$ cat src/rtl/seq_mem_pkg.sv
// seq_mem_pkg: types and constants shared by the colour-sequence memory, its arbiter and the game FSM.
package seq_mem_pkg;

    localparam int SIZE_ADDRESS = 5;
    localparam int COD_COLOR    = 2;
    localparam int SIZE_MEM     = 2 ** SIZE_ADDRESS;

    typedef enum logic [COD_COLOR-1:0] {
        RED    = 2'd0,
        GREEN  = 2'd1,
        YELLOW = 2'd2,
        BLUE   = 2'd3
    } color_t;

    typedef enum logic [1:0] {
        A_IDLE   = 2'd0,
        A_ACCESS = 2'd1,
        A_ACK    = 2'd2
    } arb_state_t;

endpackage

$ cat src/rtl/seq_mem_arbiter.sv
// seq_mem_arbiter: serialises two requesters onto the single-port colour-sequence memory,
// inserting read-latency wait states and returning data with a one-cycle ack.
module seq_mem_arbiter
    import seq_mem_pkg::*;
#(
    parameter int ADDR_W = SIZE_ADDRESS,
    parameter int DATA_W = COD_COLOR,
    parameter int RD_LAT = 2,
    parameter int RR_EN  = 1
) (
    input  logic              clock,
    input  logic              reset,
    input  logic              req0,
    input  logic              we0,
    input  logic [ADDR_W-1:0] addr0,
    input  logic [DATA_W-1:0] wdata0,
    input  logic              req1,
    input  logic              we1,
    input  logic [ADDR_W-1:0] addr1,
    input  logic [DATA_W-1:0] wdata1,
    output logic              gnt0,
    output logic              gnt1,
    output logic              ack0,
    output logic              ack1,
    output logic [DATA_W-1:0] rdata,
    output logic              busy,
    output logic              wr,
    output logic [ADDR_W-1:0] address,
    output logic [DATA_W-1:0] data_in,
    input  logic [DATA_W-1:0] data_out
);

    localparam int CW = $clog2(RD_LAT) + 1;

    arb_state_t        state_q, state_d;
    logic [CW-1:0]     cnt_q, cnt_d;
    logic              last_q, last_d;
    logic              rd_q, rd_d;
    logic [1:0]        gnt_q, gnt_d;
    logic [1:0]        ack_q, ack_d;
    logic              wr_q, wr_d;
    logic              busy_q, busy_d;
    logic [ADDR_W-1:0] address_q, address_d;
    logic [DATA_W-1:0] data_in_q, data_in_d;
    logic [DATA_W-1:0] rdata_q, rdata_d;
    logic              win;

    // last_q doubles as the owner of the transaction in flight
    assign win = (req0 && req1) ? ((RR_EN != 0) ? !last_q : 1'b0) : req1;

    always_comb begin
        state_d   = state_q;
        cnt_d     = cnt_q;
        last_d    = last_q;
        rd_d      = rd_q;
        gnt_d     = gnt_q;
        ack_d     = ack_q;
        wr_d      = wr_q;
        busy_d    = busy_q;
        address_d = address_q;
        data_in_d = data_in_q;
        rdata_d   = rdata_q;
        case (state_q)
            A_IDLE: if (req0 || req1) begin
                address_d = win ? addr1 : addr0;
                data_in_d = win ? wdata1 : wdata0;
                wr_d      = win ? we1 : we0;
                rd_d      = !wr_d;
                gnt_d     = win ? 2'b10 : 2'b01;
                busy_d    = 1'b1;
                cnt_d     = wr_d ? '0 : CW'(RD_LAT - 1);
                last_d    = win;
                state_d   = A_ACCESS;
            end
            A_ACCESS: begin
                wr_d = 1'b0;
                if (cnt_q != '0) begin
                    cnt_d = cnt_q - CW'(1);
                end else begin
                    rdata_d = rd_q ? data_out : rdata_q;
                    ack_d   = last_q ? 2'b10 : 2'b01;
                    state_d = A_ACK;
                end
            end
            A_ACK: begin
                ack_d   = 2'b00;
                gnt_d   = 2'b00;
                busy_d  = 1'b0;
                state_d = A_IDLE;
            end
            default: state_d = A_IDLE;
        endcase
    end

    always_ff @(posedge clock or posedge reset) begin
        if (reset) begin
            state_q   <= A_IDLE;
            cnt_q     <= '0;
            last_q    <= 1'b1;
            rd_q      <= 1'b0;
            gnt_q     <= '0;
            ack_q     <= '0;
            wr_q      <= 1'b0;
            busy_q    <= 1'b0;
            address_q <= '0;
            data_in_q <= '0;
            rdata_q   <= '0;
        end else begin
            state_q   <= state_d;
            cnt_q     <= cnt_d;
            last_q    <= last_d;
            rd_q      <= rd_d;
            gnt_q     <= gnt_d;
            ack_q     <= ack_d;
            wr_q      <= wr_d;
            busy_q    <= busy_d;
            address_q <= address_d;
            data_in_q <= data_in_d;
            rdata_q   <= rdata_d;
        end
    end

    assign gnt0    = gnt_q[0];
    assign gnt1    = gnt_q[1];
    assign ack0    = ack_q[0];
    assign ack1    = ack_q[1];
    assign wr      = wr_q;
    assign busy    = busy_q;
    assign address = address_q;
    assign data_in = data_in_q;
    assign rdata   = rdata_q;

endmodule

$ cat config.mk
export PLATFORM = sky130hd
export DESIGN_NAME = seq_mem_arbiter
export DESIGN_NICKNAME = d
export VERILOG_FILES = /design/src/rtl/seq_mem_pkg.sv /design/src/rtl/seq_mem_arbiter.sv
export SDC_FILE = /design/constraint.sdc
export NUM_CORES = 1
export LEC_CHECK = 0
export BUFFER_PORTS_ARGS = -buffer_cell sky130_fd_sc_hd__buf_2
export CAP_MARGIN = 10
export CORE_AREA = 2 2 56 42
export DETAILED_ROUTE_END_ITERATION = 10
export DIE_AREA = 0 0 58 44
export PLACE_DENSITY = 0.84
export SYNTH_ARGS = -nofsm -noshare
export SYNTH_HDL_FRONTEND = slang
export SYNTH_SLANG_ARGS = --single-unit
$ cat constraint.sdc
create_clock -name clock -period 2.4 [get_ports clock]
set_clock_uncertainty 0.1 [all_clocks]
set_input_delay 0.48 -clock clock [delete_from_list [all_inputs] [get_ports clock]]
set_output_delay 0.48 -clock clock [all_outputs]
set_load 0.02 [all_outputs]
Yosys cells after proc, flatten, opt, wreduce, memory -nomap -nowiden
Cells that the tools add are included.
{ "op_classes": {"add_sub_neg": 1, "eq_ne": 5, "n_mux": 21, "bitwise_logic": 1, "reduce_logical": 16} }
{ "ops": {"columns": ["operator", "n"], "rows": [
  ["2-to-1 mux 2 bit", 9],
  ["one-hot mux 2 bit (2 select lines)", 4],
  ["AND reduction 2 bit", 5],
  ["nonzero test 2 bit", 4],
  ["!= test 2 bit, second input constant", 3],
  ["AND reduction 3 bit", 2],
  ["2-to-1 mux 1 bit", 5],
  ["2-to-1 mux 5 bit", 1],
  ["one-hot mux 1 bit (2 select lines)", 2],
  ["== test 2 x 1 -> 1 bit, second input constant", 1],
  ["== test 2 bit, second input constant", 1],
  ["logical NOT 1 bit", 2],
  ["logical NOT 2 bit", 1],
  ["subtractor 2 x 1 -> 2 bit, second input constant", 1],
  ["logical AND 1 bit", 1],
  ["logical OR 1 bit", 1],
  ["inverter 1 bit", 1]
]} }
{ "totals": {"regBits": 21, "input_bits": 22, "elab_cells": 55} }

Logic depth before layout (Yosys ltp)
Gate-level depths: netlist (run 1).
{ "logic_depth": {"ltp_word": 6, "ltp_mapped": 6} }

Least setup slack after synthesis (run 1)
Ideal clock, no wire load.
{ "synth_path": {"path_kind": "register to register", "start": "reg cnt_q[0]", "end": "reg cnt_q[1]", "setup_time_ns": 0.125, "t_arrival_ns": 1.173, "path_slack_ns": 1.002, "stages_incl_launch_ff": 7, "synth_period_minus_slack_ns": 1.398, "path_cell_list": "dfrtp_1 inv_1 ha_1 nor3b_1 inv_1 nand2_1 o22ai_1"} }
{ "synth_via": {"elab_chain_cells": 3, "elab_cells_between_ends": 6} }
{ "synth_lines": {"columns": ["item", "line", "source"], "rows": [
  ["from (decl)", "seq_mem_arbiter.sv:36", "logic [CW-1:0] cnt_q, cnt_d;"],
  ["from (signal assigned)", "seq_mem_arbiter.sv:110", "cnt_q <= cnt_d;"],
  ["subtractor 2 x 1 -> 2 bit / nonzero test 2 bit (equally long branches)", "seq_mem_arbiter.sv:78, seq_mem_arbiter.sv:77", null],
  ["2-to-1 mux 2 bit / != test 2 bit (equally long branches)", null, null],
  ["one-hot mux 2 bit (2 select lines) / AND reduction 3 bit (equally long branches)", null, null]
]} }
Several ways; a longest one is shown, not always the timed one. The select of a mux whose other input is x is not followed.
A chain may end at the register's enable or synchronous reset.

Worst setup path in the final report (run 1)
Ends and elaborated chain as after synthesis.

==> flow_summary.json, run 1 <==
{
  "p_leak_uw": 0.0006083,
  "core_mm2": 0.002032,
  "ir_worst_vdd_mv": 0.7212,
  "htree_num_levels": 1,
  "layout_commonest_cell": "buf_2",
  "worst-setup-path-type": "reg2reg",
  "cts_setup_buffers": 0,
  "slew_violations": 0,
  "die_area_mm2": 0.002552,
  "worstMarginPinSlew_ns": 0.7786,
  "postCtsHoldBufs": 0,
  "fin_crit_ns": 1.545,
  "synth_seq_cells": 21,
  "pwr-share-clk_pct": 10.5,
  "clock_latency_ns": 0.29,
  "hold_path_class": "in2async",
  "clk_path_buf_depth": 2,
  "post_cts_resized": 0,
  "hold_viol_final": 0,
  "yosysWarningCount": 0,
  "cp_max_fo": 4,
  "antenna_found_initial": 0,
  "preCtsSetupSlack_ns": 0.6785,
  "portBuffers": 36,
  "cap_violations": 0,
  "gp_congestion": 0.7126,
  "p_comb_share_pct": 47.1,
  "routed_wl_um": 1892,
  "switching_power_uw": 659.5,
  "pwr-share-seq_pct": 42.4,
  "initialDrtViolationCount": 17,
  "wire_per_inst_um": 12.61,
  "fmax_mhz": 647.1,
  "pwr_density_cell_mw_per_mm2": 1321,
  "antenna_cells": 0,
  "grt-ovfl-total": 0,
  "arrival_ns": 1.63,
  "yosysUniqueCellTypes": 25,
  "finalSetupTns_ns": 0,
  "clk_pin_slew_ns": 0.11,
  "syn_to_final_growth_pct": 23.13,
  "post_dp_cell_area_mm2": 0.001146,
  "cts_root_buf": "clkbuf_4",
  "netlist_top_cells_area": "dfrtp_1, mux2i_1, o21ai_0, nand2_1, a22o_1",
  "synth.avg_cell_area_um2": 10.70,
  "seq_area_frac_synth_pct": 55.32,
  "viasPerCell": 5.040,
  "drive_gt1_share_pct": 37.30,
  "period_share_pct": 64.39,
  "start_util_pct": 46.86,
  "mappedNetlistNets": 112,
  "layout_common_cells": "buf_2, dfrtp_1, nand2_1, o21ai_0, mux2i_1",
  "grt_start_max_net_pins": 22,
  "fin_util_pct": 57.70,
  "numCtsBuffers": 3,
  "yosys.area.top_type": "dfrtp_1",
  "synth_cells": 89,
  "setup_viol": 0,
  "design_area_mm2": 0.001172,
  "die_width_um": 58,
  "yosysTopAreaCellShare_pct": 52.56,
  "fp.dieH_um": 44,
  "postRouteAntennaNets": 0,
  "nets": 150,
  "row_count": 14,
  "intPower_uw": 889.2,
  "drc": 0,
  "drt_pass1_iterations": 4,
  "status": "completed",
  "cts_tree": "done",
  "cts_sinks": 21,
  "dpl.hpwl_um": 1499,
  "rsz0062_at_grt": "no",
  "ios": 37,
  "syn_area_um2": 952.2,
  "grt_pass1_wl_um": 2918,
  "start_kind": "register",
  "worst_ep_required_time_ns": 2.48,
  "worst_slack_ns": 0.8545,
  "slew_headroom_pct": 48.04,
  "track_usage_pct": 15.39,
  "grt_pass1_vias": 686,
  "swShare_pct": 42.58,
  "crit_path_end_kind": "register",
  "vias": 756
}
[metrics by stage]
step                total power, uW  hold WS (ns)  std cells
global route                   1675        0.2616        150
CTS                            1568        0.2225        150
finish                         1549        0.2106        150
global placement               1361        0.3610        146
floorplan                      1183        0.3469         89
detailed placement             1405        0.3715        146
[worst paths after layout]
| kind | startpoint | to | slack [ns] | cells after the start |
|---|---|---|---|---|
| min in group clock | data_out[1] | rdata[1] | 0.31 | 2 |
| hold / removal | reset | gnt_q[1] | 0.21 | 2 |
| setup / recovery | cnt_q[0] | cnt_q[1] | 0.85 | 6 |
| hold reg to reg | address[4] | address[4] | 0.39 | 2 |
| setup reg to reg | cnt_q[0] | cnt_q[1] | 0.85 | 6 |
| max in group asynchronous | reset | ack_q[1] | 1.51 | 2 |
[area by class of cell]
type / count / area [um2]
Clock buffer: 4 / 26.28
Fill cell: 180 / 859.6
Inverter: 5 / 18.77
Multi-Input combinational cell: 58 / 375.4
Sequential cell: 21 / 526.8
Tap cell: 24 / 30.03
Timing Repair Buffer: 38 / 195.2
[registers in the layout, summed over array words and instances, names as in the netlist]
register	count
address	5
ack_q	2
cnt_q	2
data_in	2
gnt_q	2
rdata	2
state_q	2
busy	1
last_q	1
rd_q	1
wr	1
[kinds of logic (layout without fill, tap and decap cells)]
group / after synthesis / in the layout / share of synthesized area, %
adders and majority gates: 1 / 1 / 1.314
DFF: 21 / 21 / 55.32
buffers and inverters: 10 / 47 / 5.256
muxes: 10 / 10 / 10.78
and+or+nand+nor: 25 / 25 / 12.22
AOI/OAI and AO/OA: 22 / 22 / 15.11
[layer usage]
layer / vias up / GRT usage (%) / wire [um]
li1: 378 / - / -
met1: 355 / 17.65 / 789
met2: 23 / 29.55 / 981
met3: 0 / 5.373 / 121
met4: 0 / 0 / 0
met5: - / 0 / 0
[power by group through the flow]
stage | combinational [uW] | sequential, uW | clock (uW)
2_1_floorplan | 424 | 759 | 0
3_3_place_gp | 711 | 650 | 0
3_5_place_dp | 741 | 663 | 0
4_1_cts | 741 | 659 | 168
5_1_grt | 811 | 681 | 182
6_report | 730 | 657 | 162
[synth_stat cells (all sizes together)]
cell / n
a22oi: 1
nor2: 1
clkbuf: 2
ha: 1
and2: 1
nand3: 2
mux2: 2
nand4b: 1
inv: 5
buf: 3
nand2: 15
dfstp: 1
a21boi: 1
nor2b: 1
mux2i: 8
dfrtp: 20
a21oi: 2
nand2b: 2
o21ai: 13
nor3b: 1
a22o: 4
nor3: 1
o22ai: 1
[critical path, stage by stage (launching register included)]
cell	delay, ns
dfrtp_1	0.40
inv_1	0.05
ha_1	0.23
nor3b_1	0.36
inv_1	0.10
nand2_1	0.10
o22ai_1	0.09
(Power assumes the default switching activity.)
==> run 2, diff against run 1 <==
--- a/config.mk
+++ b/config.mk
@@ -5,12 +5,13 @@
 export SDC_FILE = /design/constraint.sdc
 export NUM_CORES = 1
 export LEC_CHECK = 0
+export ABC_AREA = 1
 export BUFFER_PORTS_ARGS = -buffer_cell sky130_fd_sc_hd__buf_2
 export CAP_MARGIN = 10
-export CORE_AREA = 2 2 56 42
+export CORE_AREA = 2 2 58 44
 export DETAILED_ROUTE_END_ITERATION = 10
-export DIE_AREA = 0 0 58 44
-export PLACE_DENSITY = 0.84
+export DIE_AREA = 0 0 60 46
+export PLACE_DENSITY = 0.8
 export SYNTH_ARGS = -nofsm -noshare
 export SYNTH_HDL_FRONTEND = slang
 export SYNTH_SLANG_ARGS = --single-unit
==> constraint.sdc (replaced) <==
create_clock -name clock -period 1.45 [get_ports clock]
set_clock_uncertainty 0.1 [all_clocks]
set_input_delay 0.29 -clock clock [delete_from_list [all_inputs] [get_ports clock]]
set_output_delay 0.29 -clock clock [all_outputs]
set_load 0.02 [all_outputs]
==> run 2 against run 1 <==
Clock-buffer cell count did not move. Sequential cell count is the same. Setup slack worse by 0.71 ns. Largest power group unchanged.
==> flow_summary.json, run 2 <==
{
  "grt_pass1_vias": 790,
  "cts_root_buf": "clkbuf_4",
  "synth-edff-count": 0,
  "p_leak_uw": 0.0006593,
  "layout_commonest_cell": "nand2_1",
  "row_count": 15,
  "path_cells": "nand2_1, nand2_4, nand2_1, and2_1, a21boi_1",
  "syn_to_final_growth_pct": 26.53,
  "hold_viol_final": 0,
  "netlist_top_cells_area": "dfrtp_1, nand2_1, nor2_1, a31oi_1, nand3_1",
  "use_met3_pct": 6.534,
  "antenna_found_initial": 0,
  "vias": 867,
  "ios": 37,
  "worst-setup-path-type": "reg2reg",
  "yosysTopAreaCellShare_pct": 51.02,
  "arrival_ns": 1.44,
  "track_usage_pct": 15.97,
  "design_area_mm2": 0.001241,
  "antenna_cells": 0,
  "start_util_pct": 43.20,
  "crit_path_end_kind": "register",
  "rsz0062_at_grt": "no",
  "pwr_density_cell_mw_per_mm2": 2248,
  "drc": 0,
  "syn_area_um2": 980.9,
  "seq_area_frac_synth_pct": 53.70,
  "post_dp_cell_area_mm2": 0.001200,
  "use_met1_pct": 18.72,
  "p_total_uw": 2790,
  "start_kind": "register",
  "wire_per_inst_um": 10.34,
  "slew_violations": 0,
  "setup_viol": 0,
  "hold_slack_ns": 0.1098,
  "largest_register_ffs": 5,
  "numCtsBuffers": 3,
  "hold_path_class": "in2reg",
  "synth.avg_cell_area_um2": 8.456,
  "gp_congestion": 0.8317,
  "clock_latency_ns": 0.30,
  "dpl.hpwl_um": 1539,
  "clk_pin_slew_ns": 0.11,
  "worstMarginPinSlew_ns": 0.2652,
  "grt_pass1_wl_um": 3187,
  "cap_violations": 0,
  "worst_ep_required_time_ns": 1.59,
  "grt_start_max_net_pins": 22,
  "layout_common_cells": "nand2_1, buf_2, dfrtp_1, nor2_1",
  "crit_top_cell": "nand2_1",
  "cts_setup_buffers": 0,
  "finalSetupTns_ns": 0,
  "busiest_layer": "met2",
  "ir_worst_vdd_mv": 0.9629,
  "cts_tree": "done",
  "routed_wl_um": 1975,
  "nets": 181,
  "drive_gt1_share_pct": 33.12,
  "die_width_um": 60,
  "yosysUniqueCellTypes": 19,
  "htree_num_levels": 1,
  "status": "completed",
  "synth_cells": 116,
  "clk_path_buf_depth": 2,
  "synth_seq_cells": 21,
  "ys_top_cells_by_count": "nand2_1, dfrtp_1, nor2_1",
  "place_inst": 186,
  "initialDrtViolationCount": 28,
  "grt-ovfl-total": 0,
  "slew_headroom_pct": 82.32,
  "synth_most_common_cell": "nand2_1",
  "die_area_mm2": 0.002760,
  "synthArstFlopShare_pct": 100.0,
  "yosysWarningCount": 0,
  "viasPerCell": 4.539,
  "cts_sinks": 21,
  "period_share_pct": 90.29,
  "fin_crit_ns": 1.309,
  "ys.flop_type": "dfrtp_1",
  "grt.met2_usage_pct": 28.04,
  "fmax_mhz": 763.8,
  "cp_max_fo": 9,
  "drt_pass1_iterations": 3,
  "postRouteAntennaNets": 0,
  "portBuffers": 36,
  "crit_slowest_cell": "dfstp_2",
  "fp.dieH_um": 46,
  "fin_cells": 191,
  "core_mm2": 0.002271,
  "critPathMaxStageDelay_ns": 0.57,
  "yosys.area.top_type": "dfrtp_1",
  "mappedNetlistNets": 139
}
-- run 2: critical path: cells and delay by family, from the launching register on --
family | cells | cell delay [ns]
simple gates | 4 | 0.44
flops | 1 | 0.57
compound gates | 1 | 0.13
-- run 2: power breakdown --
group / switching (uW) / internal [uW] / total [uW] / leakage, uW
clock: 170 / 107 / 278 / 0.0000150
sequential: 180 / 891 / 1070 / 0.000245
combinational: 939 / 502 / 1440 / 0.000399
total: 1290 / 1500 / 2790 / 0.000659
-- run 2: layout make-up --
type	count	area (um2)
fill	219	1030
clock buffer	4	26.28
inverter	10	37.54
tap	34	42.54
multi-input combinational	84	410.4
timing repair buffer	38	197.7
sequential	21	526.8
-- run 2: through the flow --
step	setup slack (ns)	utilization, %
floorplan	0.2162	-
global placement	0.1561	52.84
detailed placement	0.1295	52.84
CTS	0.1107	54.44
global route	0.009205	54.66
finish	0.1407	54.66
-- run 2: timing repair --
| item | in CTS | in global routing |
|---|---|---|
| setup endpoints to repair | 0 | 1 |
| gates resized for setup | 0 | 1 |
| hold buffers | 1 | 0 |
| endpoints found under the hold margin | 20 | 0 |
-- run 2: kinds of logic after synthesis --
kind of cell / synth area share [%]
AO/OA/AOI/OAI: 9.183
flip-flops: 53.70
adder cells (fa/ha/maj): 1.275
AND/OR/NAND/NOR: 30.87
buffers and inverters: 4.974
-- run 2: final timing paths --
kind	slack [ns]	to	depth (start not counted)	startpoint
max	0.14	wr	5	last_q
min	0.11	rdata[1]	3	data_out[1]
max reg2reg	0.14	wr	5	last_q
min reg2reg	0.39	rdata[0]	2	rdata[0]
max in group asynchronous	0.54	last_q	4	reset
min in group asynchronous	0.44	ack_q[0]	4	reset
-- run 2: metal layers --
metal / wire, um / up-vias
li1: - / 448
met5: 0 / -
met4: 11 / 0
met2: 880 / 32
met3: 175 / 2
met1: 907 / 385
==> run 3, diff against run 2 <==
--- a/config.mk
+++ b/config.mk
@@ -8,10 +8,10 @@
 export ABC_AREA = 1
 export BUFFER_PORTS_ARGS = -buffer_cell sky130_fd_sc_hd__buf_2
 export CAP_MARGIN = 10
-export CORE_AREA = 2 2 58 44
+export CORE_AREA = 2 2 56 42
 export DETAILED_ROUTE_END_ITERATION = 10
-export DIE_AREA = 0 0 60 46
-export PLACE_DENSITY = 0.8
+export DIE_AREA = 0 0 58 44
+export PLACE_DENSITY = 0.86
 export SYNTH_ARGS = -nofsm -noshare
 export SYNTH_HDL_FRONTEND = slang
 export SYNTH_SLANG_ARGS = --single-unit
==> constraint.sdc (replaced) <==
create_clock -name clock -period 1.6 [get_ports clock]
set_clock_uncertainty 0.1 [all_clocks]
set_input_delay 0.32 -clock clock [delete_from_list [all_inputs] [get_ports clock]]
set_output_delay 0.32 -clock clock [all_outputs]
set_load 0.02 [all_outputs]
==> run 3 against run 2 <==
Clock-buffer cell count is the same. Utilization grew 5.6 points. Routed wire length grew 3.0%. Hold slack gained 0.042 ns. Sequential power shrank 8%. Global-route usage grew 1.6 points. Die area shrank 7.5%. Sequential cell count is the same. Maximum frequency shrank 4.7%. Final cell count shrank 5.2%. Total power shrank 9.6%. Non-clock buffer count is the same.
==> flow_summary.json, run 3 (same netlist as run 2, synthesis figures left out) <==
{
  "crit_slowest_cell": "dfstp_2",
  "cp-startpoint": "last_q",
  "fin_util_pct": 60.22,
  "worstMarginPinSlew_ns": 0.2645,
  "grt_start_max_net_pins": 22,
  "p_total_uw": 2523,
  "worst_slack_ns": 0.2264,
  "antenna_cells": 0,
  "cp_max_fo": 9,
  "worst_ep_required_time_ns": 1.72,
  "gp_congestion": 0.8046,
  "largest_register_ffs": 5,
  "routed_wl_um": 2034,
  "hold_path_class": "in2reg",
  "intPower_uw": 1358,
  "cap_violations": 0,
  "postRouteAntennaNets": 0,
  "worst-setup-path-type": "reg2reg",
  "critPathMaxStageDelay_ns": 0.57,
  "pwr-share-seq_pct": 38.9,
  "dpl.hpwl_um": 1607,
  "cts_sinks": 21,
  "layout_common_cells": "nand2_1, buf_2, dfrtp_1, nor2_1",
  "start_kind": "register",
  "regToRegStartpoint": "last_q",
  "cts_root_buf": "clkbuf_4",
  "path_cells": "nand2_1, nand2_2, inv_2, nand2_1, a21boi_1",
  "die_width_um": 58,
  "vias": 875,
  "clk_path_buf_depth": 2,
  "clock_latency_ns": 0.30,
  "n_fill_cell": 190,
  "hold_viol_final": 0,
  "fin_crit_ns": 1.374,
  "fp.dieH_um": 44,
  "grt-ovfl-total": 0,
  "numCtsBuffers": 3,
  "portBuffers": 36,
  "row_count": 14,
  "htree_num_levels": 1,
  "swShare_pct": 46.18,
  "arrival_ns": 1.50,
  "start_util_pct": 48.28,
  "setup_viol": 0,
  "ios": 37,
  "grt_pass1_wl_um": 3367,
  "crit_top_cell": "nand2_1",
  "cts_tree": "done",
  "critical_path_buf_inv_count": 1,
  "holdCritStartpoint": "data_out[0]",
  "p_comb_share_pct": 51.3,
  "grt_pass1_vias": 787,
  "slew_headroom_pct": 82.36,
  "crit_path_end_kind": "register",
  "switching_power_uw": 1165,
  "p_leak_uw": 0.0006571,
  "pwr_density_cell_mw_per_mm2": 2062,
  "status": "completed",
  "drt_pass1_iterations": 4,
  "syn_to_final_growth_pct": 24.74,
  "layout_commonest_cell": "nand2_1",
  "nets": 181,
  "antenna_found_initial": 0,
  "finalSetupTns_ns": 0,
  "fmax_mhz": 728.0,
  "drc": 0,
  "core_mm2": 0.002032,
  "viasPerCell": 4.834,
  "die_area_mm2": 0.002552,
  "slew_violations": 0,
  "rsz0062_at_grt": "no",
  "initialDrtViolationCount": 21,
  "drive_gt1_share_pct": 33.12,
  "pwr-share-clk_pct": 9.8,
  "ir_worst_vdd_mv": 1.272,
  "track_usage_pct": 17.58,
  "crit_family": "flip-flops",
  "period_share_pct": 85.85,
  "wire_per_inst_um": 11.24,
  "preCtsSetupSlack_ns": 0.2392,
  "post_dp_cell_area_mm2": 0.001187,
  "design_area_mm2": 0.001224,
  "clk_pin_slew_ns": 0.11
}
==> run 3: tightest hold or removal path: cells and delay by family <==
family / cells / cell delay, ns
buffers and inverters: 1 / 0.07
and+or+nand+nor: 2 / 0.12
==> run 3: power groups by stage <==
stage               Combinational [uW]  Sequential [uW]  Clock [uW]
detailed placement                1310              992           0
global placement                  1270              970           0
floorplan                          739             1200           0
CTS                               1310              985         255
finish                            1290              981         248
global route                      1460             1020         278
==> run 3: layer usage <==
metal,up-vias,share of wire [%],GRT usage [%]
li1,448,-,-
met1,394,43,21.52
met3,2,6.7,5.672
met2,31,50,31.14
met4,0,0.44,2.791
met5,-,0,0
==> run 3: final timing paths <==
path,to,slack (ns),cells past startpoint
setup / recovery,gnt_q[0],0.23,5
hold / removal,rdata[0],0.15,3
setup reg to reg,gnt_q[0],0.23,5
hold reg to reg,rdata[0],0.39,2
max in group asynchronous,last_q,0.65,4
min in group asynchronous,address[3],0.47,4
==> run 3: cell type report <==
| class | count | area, um2 | area share [%] |
|---|---|---|---|
| tap | 24 | 30.03 | 2.454 |
| sequential | 21 | 526.8 | 43.05 |
| timing repair buffer | 38 | 197.7 | 16.16 |
| multi-input combinational | 84 | 405.4 | 33.13 |
| clock buffer | 4 | 26.28 | 2.147 |
| inverter | 10 | 37.54 | 3.067 |
==> run 3: per-stage QoR <==
step / hold slack (ns) / cells
after global placement: 0.2573 / 176
after CTS: 0.1499 / 181
after floorplan: 0.1958 / 116
after detailed placement: 0.2693 / 176
final: 0.1515 / 181
after global routing: 0.1463 / 181
==> run 3: timing repair <==
item,4_1_cts,5_1_grt
setup endpoints to repair,0,0
resized for setup,0,0
endpoints found under the hold margin,20,0
hold buffers,1,0
setup buffers,0,0
